==> config.mk <==
export PLATFORM = sky130hd
export DESIGN_NAME = bnn_feat_loader_flat
export DESIGN_NICKNAME = d
export VERILOG_FILES = /design/src/rtl/bnn_feat_loader_if.sv /design/src/rtl/bnn_feat_loader.sv /design/src/flat_wrapper.sv
export SDC_FILE = /design/constraint.sdc
export NUM_CORES = 2
export LEC_CHECK = 0
export CORE_UTILIZATION = 56
export DETAILED_ROUTE_END_ITERATION = 7
export PLACE_DENSITY = 0.85
export SYNTH_ARGS = -nofsm -noshare
export SYNTH_HDL_FRONTEND = slang
export SYNTH_SLANG_ARGS = --single-unit
==> constraint.sdc <==
create_clock -name clk -period 4.79 [get_ports clk]
set_clock_uncertainty 0.2 [all_clocks]
set_input_delay 1.437 -clock clk [delete_from_list [all_inputs] [get_ports clk]]
set_output_delay 1.437 -clock clk [all_outputs]
set_load 0.05 [all_outputs]
==> src/rtl/bnn_feat_loader_if.sv <==
// Sample-ingest handshake and committed-frame bus between a sensor source,
// bnn_feat_loader and the downstream BNN classifier.
interface bnn_feat_loader_if #(
  parameter int unsigned FEAT_CNT  = 128,
  parameter int unsigned FEAT_BITS = 4,
  parameter int unsigned IN_BITS   = 8
);
  logic                          in_valid;
  logic                          in_ready;
  logic [IN_BITS-1:0]            in_data;
  logic                          in_last;
  logic [FEAT_CNT*FEAT_BITS-1:0] features;
  logic                          feat_valid;
  logic                          start;
  logic                          frame_err;

  modport master (
    output in_valid, in_data, in_last,
    input  in_ready, features, feat_valid, start, frame_err
  );

  modport slave (
    input  in_valid, in_data, in_last,
    output in_ready, features, feat_valid, start, frame_err
  );
endinterface

==> src/rtl/bnn_feat_loader.sv <==
// Quantizes raw samples into a staged frame, commits it atomically to the feature bus
// and holds it for HOLD_CYCLES. Define BNN_FEAT_ROUND_EN for round-half-up quantization.
module bnn_feat_loader #(
  parameter int unsigned FEAT_CNT    = 128,
  parameter int unsigned FEAT_BITS   = 4,
  parameter int unsigned IN_BITS     = 8,
  parameter int unsigned HOLD_CYCLES = 64
) (
  input  logic             clk,
  input  logic             rst,
  bnn_feat_loader_if.slave bus
);
  localparam int unsigned S     = IN_BITS - FEAT_BITS;
  localparam int unsigned FW    = FEAT_CNT * FEAT_BITS;
  localparam int unsigned CNT_W = (FEAT_CNT > 1) ? $clog2(FEAT_CNT) : 1;
  localparam int unsigned HLD_W = (HOLD_CYCLES > 1) ? $clog2(HOLD_CYCLES) : 1;

  typedef enum logic [1:0] {LOAD, HOLD, DRAIN} state_e;

  state_e            state_q, state_d;
  logic [CNT_W-1:0]  cnt_q, cnt_d;
  logic [HLD_W-1:0]  hold_q, hold_d;
  logic [FW-1:0]     staging_q, staging_d;
  logic [FW-1:0]     features_q, features_d;
  logic              frame_err_q, frame_err_d;
  logic              drain_pend_q, drain_pend_d;
  logic              feat_valid_q, feat_valid_d;
  logic              start_q, start_d;

  logic [FEAT_BITS-1:0] q_val;
  logic                 accept;
  logic                 last_idx;
  logic                 commit;

`ifdef BNN_FEAT_ROUND_EN
  localparam logic [IN_BITS:0] HALF = {{IN_BITS{1'b0}}, 1'b1} << (S - 1);
  localparam logic [IN_BITS:0] SAT  = {{(S + 1){1'b0}}, {FEAT_BITS{1'b1}}};
  logic [IN_BITS:0] q_sum;
  logic [IN_BITS:0] q_shr;

  // One extra bit keeps the carry so a full-scale input saturates instead of wrapping.
  always_comb begin
    q_sum = {1'b0, bus.in_data} + HALF;
    q_shr = q_sum >> S;
    q_val = (q_shr > SAT) ? '1 : FEAT_BITS'(q_shr);
  end
`else
  assign q_val = FEAT_BITS'(bus.in_data >> S);
`endif

  assign bus.in_ready   = rst && (state_q != HOLD);
  assign bus.features   = features_q;
  assign bus.frame_err  = frame_err_q;
  assign bus.feat_valid = feat_valid_q;
  assign bus.start      = start_q;

  always_comb begin
    state_d      = state_q;
    cnt_d        = cnt_q;
    hold_d       = hold_q;
    staging_d    = staging_q;
    features_d   = features_q;
    frame_err_d  = frame_err_q;
    drain_pend_d = drain_pend_q;
    feat_valid_d = 1'b0;
    start_d      = 1'b0;
    accept       = bus.in_valid && bus.in_ready;
    last_idx     = (cnt_q == CNT_W'(FEAT_CNT - 1));
    commit       = 1'b0;

    case (state_q)
      LOAD: begin
        if (accept) begin
          commit = last_idx || bus.in_last;
          if (commit) begin
            // Publish staged slots plus the current beat; slots beyond it read as zero.
            for (int unsigned i = 0; i < FEAT_CNT; i++) begin
              if (CNT_W'(i) < cnt_q)
                features_d[i*FEAT_BITS +: FEAT_BITS] = staging_q[i*FEAT_BITS +: FEAT_BITS];
              else if (CNT_W'(i) == cnt_q)
                features_d[i*FEAT_BITS +: FEAT_BITS] = q_val;
              else
                features_d[i*FEAT_BITS +: FEAT_BITS] = '0;
            end
            staging_d    = '0;
            cnt_d        = '0;
            hold_d       = '0;
            frame_err_d  = !(last_idx && bus.in_last);
            drain_pend_d = last_idx && !bus.in_last;
            feat_valid_d = 1'b1;
            start_d      = 1'b1;
            state_d      = HOLD;
          end else begin
            staging_d[cnt_q*FEAT_BITS +: FEAT_BITS] = q_val;
            cnt_d = cnt_q + CNT_W'(1);
          end
        end
      end
      HOLD: begin
        if (hold_q == HLD_W'(HOLD_CYCLES - 1)) begin
          state_d = drain_pend_q ? DRAIN : LOAD;
        end else begin
          hold_d       = hold_q + HLD_W'(1);
          feat_valid_d = 1'b1;
        end
      end
      DRAIN: begin
        if (accept && bus.in_last) begin
          drain_pend_d = 1'b0;
          state_d      = LOAD;
        end
      end
      default: state_d = LOAD;
    endcase
  end

  always_ff @(posedge clk) begin
    if (!rst) begin
      state_q      <= LOAD;
      cnt_q        <= '0;
      hold_q       <= '0;
      staging_q    <= '0;
      features_q   <= '0;
      frame_err_q  <= 1'b0;
      drain_pend_q <= 1'b0;
      feat_valid_q <= 1'b0;
      start_q      <= 1'b0;
    end else begin
      state_q      <= state_d;
      cnt_q        <= cnt_d;
      hold_q       <= hold_d;
      staging_q    <= staging_d;
      features_q   <= features_d;
      frame_err_q  <= frame_err_d;
      drain_pend_q <= drain_pend_d;
      feat_valid_q <= feat_valid_d;
      start_q      <= start_d;
    end
  end
endmodule

==> src/flat_wrapper.sv <==
// flat-port wrapper written by rule: the top's interface ports become plain ports
module bnn_feat_loader_flat 
#(
  parameter int unsigned FEAT_CNT    = 128,
  parameter int unsigned FEAT_BITS   = 4,
  parameter int unsigned IN_BITS     = 8,
  parameter int unsigned HOLD_CYCLES = 64
)
  (clk, rst, bus_in_valid, bus_in_data, bus_in_last, bus_in_ready, bus_features, bus_feat_valid, bus_start, bus_frame_err);
  bnn_feat_loader_if #(.FEAT_CNT(FEAT_CNT), .FEAT_BITS(FEAT_BITS), .IN_BITS(IN_BITS)) bus_i ();
  input  logic clk;
  input  logic rst;
  input wire logic [$bits(bus_i.in_valid)-1:0] bus_in_valid;
  input wire logic [$bits(bus_i.in_data)-1:0] bus_in_data;
  input wire logic [$bits(bus_i.in_last)-1:0] bus_in_last;
  output wire logic [$bits(bus_i.in_ready)-1:0] bus_in_ready;
  output wire logic [$bits(bus_i.features)-1:0] bus_features;
  output wire logic [$bits(bus_i.feat_valid)-1:0] bus_feat_valid;
  output wire logic [$bits(bus_i.start)-1:0] bus_start;
  output wire logic [$bits(bus_i.frame_err)-1:0] bus_frame_err;
  assign bus_i.in_valid = bus_in_valid;
  assign bus_i.in_data = bus_in_data;
  assign bus_i.in_last = bus_in_last;
  assign bus_in_ready = bus_i.in_ready;
  assign bus_features = bus_i.features;
  assign bus_feat_valid = bus_i.feat_valid;
  assign bus_start = bus_i.start;
  assign bus_frame_err = bus_i.frame_err;
  bnn_feat_loader #(.FEAT_CNT(FEAT_CNT), .FEAT_BITS(FEAT_BITS), .IN_BITS(IN_BITS), .HOLD_CYCLES(HOLD_CYCLES)) u_core (.clk(clk), .rst(rst), .bus(bus_i));
endmodule
==> impl_results.md <==
* Final Non-Filler Cells at 6,125
* Hold slack at about 0.26 ns
* Root Buffer: clkbuf_16
* Final slew viol count at 0
* Residual DRC at 5
* Post-DRT Antenna Nets at 0
* Layout area overhead at 23.92%
* Mapped Cells at 4,658
* Post-synth top area cell: dfxtp_1
* First DRT Iteration DRCs at 7,805
* Clock transition at the registers of the reported paths at 0.07 ns
* Vias per cell at 7.193
* Max Cap Viol at 0
* Final Hold Vio Count at 0
* Io pins at ~530
* Seq cells post-synth at 1,039
* Top cells by count, synth: dfxtp_1, a22o_1, nor2_1
* Die area at about 0.077 sq mm
* Ys async rst share at 0%
* Fmax at 236.7 MHz
* Main synth FF type: dfxtp_1
* GPL Wtd Cong at 1.073
* Cell leakage power at 19.13 nW
* Peak supply drop at between 0.3 and 0.4 mV
* Grt ovf at 0
* Setup bufs post-CTS at 0
* Hold Path Cell Cnt at 2
* Largest net degree at the start of global routing at 102
* Count of cell types in the netlist at 79
* Max_slew headroom at 15.48%
* Startpoint types: flop
* Via Count at 44,060
* Clk_lat worst skew at 0.70 ns
* Crit path max fanout at 21
* HP Start: u_core.bus.features[160]$_SDFFE_PN0P_
* CP delay by family, top: simple AND/OR/NAND/NOR gates
* PostCTS Resize Cnt at 0
* Worst Max-Slew Pin Slew at 1.263 ns
* Final Net Count at 5,088
* Effective utilization at floorplan at around 57%
* Number of global-route vias before repair at 40,320
* Crit path DAT at about 4.7 ns
* Share of the synthesized area in the top cell type at 49.16%
* Avg Inst Size Synth at roughly 9.1 sq um
* Place WS at 0.5007 ns
* Final Worst Setup Slack at about 0.56 ns
* Count leader, synth: dfxtp_1
* Failing checks: design-rule violations
* Clock tree buffer depth at 3
* Rows at 100
* R2r endpoint: u_core.staging_q[227]$_SDFFE_PN0P_
* Final setup fails at 0
* Cell mode on critical path: or4_1
* Post-synthesis cell area at 0.04231 sq mm
* Pwr dens at 361.1 mW/mm^2
* Initial antenna violation count at 11
* Post-synth EDFFs at 0
* Post-Route WL at between 150,000 and 200,000 um
* Sequential cell area fraction in the yosys report at 49.16%
* Die height at 276.9 um
* Die W at 276.9 um
* First-pass GRT wire length at 269,800 um
* DR pass1 iterations at 8
* Critical R2R Launch: u_core.cnt_q[4]$_SDFFE_PN0P_
* Reg2Reg Setup Slack at 0.56 ns
* Hold endpoint: u_core.bus.features[160]$_SDFFE_PN0P_
* Critical path capture point type: flop
* Req. time, crit path at 5.22 ns
* Crit path time final at 4.225 ns
* Register-to-Register Path Depth at 5
* Status: finished with violations
* Critical path class: reg -> reg
* Crit path largest cell delay at 0.91 ns
* Crit path buf inv count at 0
* Net count after synthesis at 4,676
* Top cells by area, synth: dfxtp_1, a22o_1, a21oi_1
* YS warnings at 0
* Fin Setup TNS at 0 ns
* Port Buffers at 523
* Share of cells above drive strength 1 at 8.974%
* Slowest cell on crit path: or4_1
* TritonCTS Buffers at 100
* RSZ-0062 raised after global routing: no
* Sink Count at 1,039
* Hold buffers post-CTS at 0
* Post-DP HPWL at around 130,000 um
* Crit path cell chain: or4_1, o21ai_1, or4_1, nor2_1, a22o_1
* # placed instances at slightly below 6,000
* Hold WC Path Type: reg -> reg
* Wire per inst at approximately 31 um
* # H-tree levels at 3
* CTS tree: built
* GRT Overall Usage at 47.21%
* Total core area at roughly 0.075 sq mm
* Final period utilization at 88.21%
-- tightest hold or removal path, delay by kind of cell, from the launching register on --
family | cells | cell delay, ns
AND/OR/NAND/NOR | 1 | 0.04
flip-flops | 1 | 0.32
AO/OA/AOI/OAI | 1 | 0.06
-- cells by family after synthesis --
| group | synth area share [%] |
|---|---|
| buffers and inverters | 4.462 |
| AND/OR/NAND/NOR | 14.94 |
| multiplexers | 2.531 |
| XOR/XNOR | 0.1420 |
| AO/OA/AOI/OAI | 28.59 |
| flip-flops | 49.16 |
| adder cells (fa/ha/maj) | 0.1774 |
-- routing by layer --
| metal | global-route usage (%) | part of all wire, % | vias up |
|---|---|---|---|
| met1 | 57.39 | 35 | 20690 |
| met4 | 35.13 | 9.0 | 12 |
| met5 | 0.4378 | 0.062 | - |
| met3 | 16.65 | 15 | 1043 |
| met2 | 68.72 | 41 | 3924 |
| li1 | - | - | 18380 |
-- sequential cells by signal, indices dropped and copies added, names as in the netlist --
signal	count
u_core.cnt_q	7
u_core.state_q	2
u_core.bus.feat_valid	1
u_core.staging_q	508
u_core.bus.start	1
u_core.bus.features	512
u_core.bus.frame_err	1
u_core.drain_pend_q	1
u_core.hold_q	6
-- stage by stage --
step	utilization (%)	instance area, sq um	power, mW
floorplan	-	42310	10.23
global placement	65.78	49050	10.90
detailed placement	65.78	49050	10.92
CTS	70.29	52410	18.81
global route	70.29	52420	19.29
finish	70.31	52430	18.93
-- final cells by class --
class / instances / area [sq um]
Clock inverter: 40 / 446.7
Multi-Input combinational cell: 3158 / 19710
Timing Repair Buffer: 754 / 7249
Inverter: 17 / 71.32
Fill cell: 5769 / 22140
Antenna cell: 8 / 20.02
Clock buffer: 140 / 2915
Tap cell: 969 / 1212
Sequential cell: 1039 / 20810
-- cell usage in the layout, fill, tap and decap left out, drive strengths merged, types with 29 or more instances in the layout --
cell	instances
a21oi	340
a221oi	161
a22o	421
a22oi	88
a31oi	189
and2	46
and3	56
buf	237
clkbuf	140
clkdlybuf4s50	517
dfxtp	1039
mux2i	107
nand2	257
nand2b	29
nand3	293
nand4	42
nor2	396
nor3	61
o21ai	328
o31ai	40
or3	36
-- power by group --
part / total (mW) / internal (mW) / leakage, nW / switching, mW
clock network: 8.14 / 4.58 / 1.66 / 3.55
registers: 8.92 / 8.80 / 8.41 / 0.118
logic: 1.88 / 0.507 / 9.06 / 1.37
-- how the worst max path moves through the flow --
stage | startpoint | to | slack (ns) | cells after the start
after detailed placement | bus_in_last | u_core.staging_q[140]$_SDFFE_PN0P_ | 0.50 | 7
after CTS | u_core.cnt_q[2]$_SDFFE_PN0P_ | u_core.staging_q[227]$_SDFFE_PN0P_ | 0.91 | 8
final | u_core.cnt_q[4]$_SDFFE_PN0P_ | u_core.staging_q[227]$_SDFFE_PN0P_ | 0.56 | 5
after global placement | bus_in_last | u_core.staging_q[425]$_SDFFE_PN0P_ | 0.54 | 7
after floorplan | rst | bus_in_ready | 0.32 | 5
after global routing | u_core.cnt_q[2]$_SDFFE_PN0P_ | u_core.staging_q[227]$_SDFFE_PN0P_ | 0.70 | 8
(Power assumes the default switching activity.)
